File: src/rtl/uart_tx_frame.sv
// UART transmitter: start bit, LSB-first data, optional parity, stop bit,
// each bit held for max(Prescale, 4) clock cycles.
module uart_tx_frame #(
  parameter int unsigned prescale_Width = 4,
  parameter int unsigned DATA_Width     = 8
) (
  input  logic                      CLK,
  input  logic                      RST,
  input  logic [prescale_Width-1:0] Prescale,
  input  logic [DATA_Width-1:0]     P_DATA,
  input  logic                      DATA_VALID,
  input  logic                      PAR_EN,
  input  logic                      PAR_TYP,
  output logic                      TX_OUT,
  output logic                      Busy
);

  localparam int unsigned BitW = (DATA_Width > 1) ? $clog2(DATA_Width) : 1;
  localparam logic [prescale_Width-1:0] MinP = prescale_Width'(4);
  localparam logic [BitW-1:0] LastBit = BitW'(DATA_Width - 1);

  typedef enum logic [2:0] {StIdle, StStart, StData, StParity, StStop} state_e;

  state_e                    state_q;
  logic [prescale_Width-1:0] cnt_q;
  logic [prescale_Width-1:0] p_q;
  logic [BitW-1:0]           bit_q;
  logic [DATA_Width-1:0]     shr_q;
  logic                      par_en_q;
  logic                      par_bit_q;
  logic                      tx_q;
  logic                      busy_q;
  logic                      last_edge;

  assign last_edge = (cnt_q == p_q - prescale_Width'(1));
  assign TX_OUT    = tx_q;
  assign Busy      = busy_q;

  always_ff @(posedge CLK) begin
    if (RST) begin
      state_q   <= StIdle;
      cnt_q     <= '0;
      p_q       <= '0;
      bit_q     <= '0;
      shr_q     <= '0;
      par_en_q  <= 1'b0;
      par_bit_q <= 1'b0;
      tx_q      <= 1'b1;
      busy_q    <= 1'b0;
    end else if (state_q == StIdle) begin
      tx_q   <= 1'b1;
      busy_q <= 1'b0;
      if (DATA_VALID) begin
        // Everything the frame needs is captured here; later input changes are ignored.
        shr_q     <= P_DATA;
        par_en_q  <= PAR_EN;
        par_bit_q <= (^P_DATA) ^ PAR_TYP;
        p_q       <= (Prescale < MinP) ? MinP : Prescale;
        cnt_q     <= '0;
        bit_q     <= '0;
        tx_q      <= 1'b0;
        busy_q    <= 1'b1;
        state_q   <= StStart;
      end
    end else if (!last_edge) begin
      cnt_q <= cnt_q + prescale_Width'(1);
    end else begin
      cnt_q <= '0;
      unique case (state_q)
        StStart: begin
          state_q <= StData;
          tx_q    <= shr_q[0];
          shr_q   <= shr_q >> 1;
        end
        StData: begin
          if (bit_q == LastBit) begin
            state_q <= par_en_q ? StParity : StStop;
            tx_q    <= par_en_q ? par_bit_q : 1'b1;
          end else begin
            bit_q <= bit_q + BitW'(1);
            tx_q  <= shr_q[0];
            shr_q <= shr_q >> 1;
          end
        end
        StParity: begin
          state_q <= StStop;
          tx_q    <= 1'b1;
        end
        StStop: begin
          state_q <= StIdle;
          tx_q    <= 1'b1;
          busy_q  <= 1'b0;
        end
        default: begin
          state_q <= StIdle;
          tx_q    <= 1'b1;
          busy_q  <= 1'b0;
        end
      endcase
    end
  end

endmodule

File: config.mk
export PLATFORM = sky130hd
export DESIGN_NAME = uart_tx_frame
export DESIGN_NICKNAME = d
export VERILOG_FILES = /design/src/rtl/uart_tx_frame.sv
export SDC_FILE = /design/constraint.sdc
export NUM_CORES = 1
export LEC_CHECK = 0
export CORE_MARGIN = 1.5
export CORE_UTILIZATION = 35
export DETAILED_ROUTE_END_ITERATION = 6
export GPL_TIMING_DRIVEN = 0
export SYNTH_ARGS = -nofsm -noshare
export SYNTH_HDL_FRONTEND = slang
export SYNTH_SLANG_ARGS = --single-unit
File: constraint.sdc
create_clock -name CLK -period 3.05 [get_ports CLK]
set_clock_uncertainty 0.1 [all_clocks]
set_input_delay 0.61 -clock CLK [delete_from_list [all_inputs] [get_ports CLK]]
set_output_delay 0.61 -clock CLK [all_outputs]
set_load 0.02 [all_outputs]
==> flow_metrics.py <==
metrics = {
    "run_status": {
        "run_status": "finished, final reports clean",
    },
    "timing": {
        "final_layout_setup_total_negative_slack_ns": 0,
        "layout_min_cycle_time_ns": 2.45,
        "max_slew_margin": 0.638,
        "grt_setup_unrepaired": "false",
        "clock.fmax_ghz": 0.408,
        "finalHoldWorstSlack_ns": 0.373,
        "setup_violations": 0,
        "slew_viol_final": 0,
        "final_hold_viol_count": 0,
        "tightestPinTransition_ns": 0.543,
        "timing.final.crit_share": 0.803,
    },
    "pwr": {
        "vdd.ir_drop.worst_mv": 0.170,
        "p_leak_nw": 0.722,
        "netSwitchingFraction": 0.266,
        "seq_power_share": 0.441,
        "p_per_area_nw_per_um2": 485,
        "switching_component_of_the_power_w": 0.000229,
        "pwr-share-clk": 0.335,
        "cell_internal_pwr_w": 0.000633,
        "portion_of_total_power_attributed_to_combinational_logic": 0.224,
    },
    "place": {
        "portBuffers": 18,
        "post-dp-hpwl_um": 2570,
        "place.gp.congestion": 0.748,
    },
    "synth": {
        "synthesis.nets": 194,
        "syn-instance-count": 173,
        "syn-cell-area_um2": 1460,
        "synth.avg_cell_area_um2": 8.46,
        "post_synthesis_sequential_element_count": 26,
        "yosys_warnings": 0,
        "proportion_of_synthesized_chip_area_in_sequential_cells": 0.356,
        "ys_types": 37,
    },
    "floorplanning": {
        "floorplan.die_area_um2": 4580,
        "die_y_um": 67.7,
        "floorplan.initialDensity": 0.366,
        "top_level_ports": 19,
        "dieWidth_um": 67.7,
        "placeableCoreArea_um2": 4000,
        "fp-row-count": 23,
    },
    "min_path": {
        "kind_of_path_behind_the_tightest_hold_check": "reg2reg",
    },
    "cells_and_area": {
        "antenna_cells": 0,
        "multiInputGateArea_um2": 883,
        "layout.area.seq_um2": 520,
        "mostFrequentLayoutCell": "nand2_1",
        "design.final.nets": 217,
        "areaGrowthSynthToFinish_pct": 21.5,
        "mostFrequentLayoutCells": "nand2_1 (32), dfxtp_1 (26), clkdlybuf4s50_1 (18)",
        "drive_above_1_share": 0.0718,
        "fillerInstances": 402,
    },
    "global_route": {
        "grt-ovfl-total": 0,
        "grt_pass1_wl_um": 5890,
        "grt_start_max_net_pins": 16,
        "grt_pass1_vias": 1309,
        "number_of_antenna_violations_at_the_first_check_in_global_routing": 0,
        "grtUsageTotal": 0.170,
    },
    "clocking": {
        "post_cts_resize_count": 0,
        "cts_inserted_buffers": 3,
        "master_cell_of_the_clock_root_buffer": "clkbuf_8",
        "clock_path_buffers": 2,
        "cts_tree": "done",
        "clkSinkCount": 26,
        "h-tree-depth": 1,
        "cts_hold_buf": 0,
        "worstSkewPairLatency_ns": 0.28,
        "postCtsSetupBuffers": 0,
        "clkTransAtPathRegs_ns": 0.10,
    },
    "setup_path": {
        "crit-reg2reg-capture": "shr_q[5]",
        "critical_path.endpoint_type": "flip-flop",
        "crit_required_ns": 3.12,
        "cell_breakdown_of_the_critical_path": "inv_1 > ha_1 > xnor2_1 > nor3_4 > nand2_2 > o41a_1 > buf_6 > mux2_4",
        "worst_path_max_delay_cell": "o41a_1",
        "crit_path_max_fanout": 8,
        "cp-start-kind": "flip-flop",
        "worst_ep_arrival_time_ns": 2.52,
        "cp-endpoint": "shr_q[5]",
        "criticalPathCategory": "reg2reg",
        "timing.critical_path.slowest_cell_delay_ns": 0.43,
        "r2r_start": "p_q[0]",
        "critPathLaunch": "p_q[0]",
        "reg2reg_slack_ns": 0.60,
        "worst_r2r_path_depth": 8,
    },
    "detailed_routing": {
        "wl_um": 3490,
        "vias": 1316,
        "antenna_violating_nets_post_route": 0,
        "drt-pass1-iter-count": 4,
        "initialDrtViolationCount": 46,
        "routed_via_density": 5.37,
        "wl_per_cell_um": 14.2,
        "drc": 0,
    },
    "job": {
        "maxCapViolations": 0,
    },
}
synth_stat cells:
cell type	number	area [um^2]
a41o_1	2	20.0
nand2_1	32	120
o41a_1	1	11.3
o211ai_1	4	30.0
a31o_2	1	8.76
nor3_1	5	25.0
ha_1	4	50.1
or3_1	1	6.26
o221ai_1	1	8.76
a21oi_1	17	85.1
xor2_1	2	17.5
nor2_1	10	37.5
nand3b_1	1	7.51
mux2_4	6	90.1
nor2b_1	8	50.1
nand2_2	1	6.26
nand3_1	5	25.0
buf_6	1	11.3
and2_1	1	6.26
nand4_1	2	12.5
xor3_1	1	23.8
clkbuf_1	10	37.5
mux2i_1	3	30.0
nor3b_1	3	22.5
o21a_1	1	7.51
xnor2_1	8	70.1
o21ai_0	1	5.00
nand4b_1	1	8.76
o31ai_1	2	15.0
and3_1	3	18.8
o22ai_1	1	6.26
dfxtp_1	26	521
inv_1	3	11.3
xnor3_1	1	22.5
nor3_4	1	16.3
nor4_1	2	12.5
nand2b_1	1	6.26
through the flow:
stage	power, W	util	area [um^2]	worst slack, ns	instances
3_5_place_dp	0.000582	0.427	1710	0.603	241
5_1_grt	0.000903	0.444	1780	0.459	245
6_report	0.000862	0.444	1780	0.600	245
3_3_place_gp	0.000576	0.427	1710	0.629	241
2_1_floorplan	0.000517	-	1460	0.803	173
4_1_cts	0.000869	0.444	1780	0.582	245
logic make-up (layout without fill, tap and decap cells):
| group | after synthesis | count (layout) | synth area share |
|---|---|---|---|
| muxes | 9 | 9 | 0.0821 |
| buffers and inverters | 14 | 36 | 0.0410 |
| xor gates and xnor gates | 12 | 12 | 0.0915 |
| DFF | 26 | 26 | 0.356 |
| and+or+nand+nor | 77 | 77 | 0.261 |
| AOI/OAI and AO/OA | 31 | 31 | 0.135 |
| adders and majority gates | 4 | 4 | 0.0342 |
worst max-delay path, delay by kind of cell (launching register included):
family / cells / cell delay [ns]
XOR/XNOR: 1 / 0.16
AO/OA/AOI/OAI: 1 / 0.43
multiplexers: 1 / 0.29
AND/OR/NAND/NOR: 2 / 0.45
buffers and inverters: 2 / 0.22
adder cells (fa/ha/maj): 1 / 0.30
flip-flops: 1 / 0.39
how the worst min path moves through the flow:
stage,depth (start not counted),slack [ns],endpoint,startpoint
detailed placement,2,0.36,par_bit_q,par_bit_q
CTS,2,0.37,par_bit_q,par_bit_q
floorplan,2,0.33,par_bit_q,par_bit_q
global placement,2,0.35,par_bit_q,par_bit_q
global route,2,0.39,par_bit_q,par_bit_q
finish,2,0.37,p_q[3],p_q[3]
state kept, by name, indices dropped and copies added, names as in the netlist:
register   cells
shr_q          8
bit_q          3
cnt_q          4
Busy           1
state_q        3
par_en_q       1
TX_OUT         1
p_q            4
par_bit_q      1
power by group through the flow:
stage	Sequential (W)	Combinational, W	Clock [W]
after CTS	0.000380	0.000196	0.000293
after global placement	0.000387	0.000189	0
after floorplan	0.000387	0.000130	0
final	0.000380	0.000193	0.000289
after global routing	0.000383	0.000213	0.000306
after detailed placement	0.000388	0.000194	0
layout make-up:
type / instances / area share
Multi-Input combinational cell: 133 / 0.497
Sequential cell: 26 / 0.293
Timing Repair Buffer: 18 / 0.101
Tap cell: 50 / 0.0352
Buffer: 11 / 0.0274
Clock buffer: 3 / 0.0232
Clock inverter: 1 / 0.0169
Inverter: 3 / 0.00633
routing by layer:
layer	track usage	wire length, um
met1	0.197	1530
met2	0.310	1720
met3	0.0317	203
met4	0.0587	37
met5	0	0
Note: power is estimated with default switching activity, not from simulation.
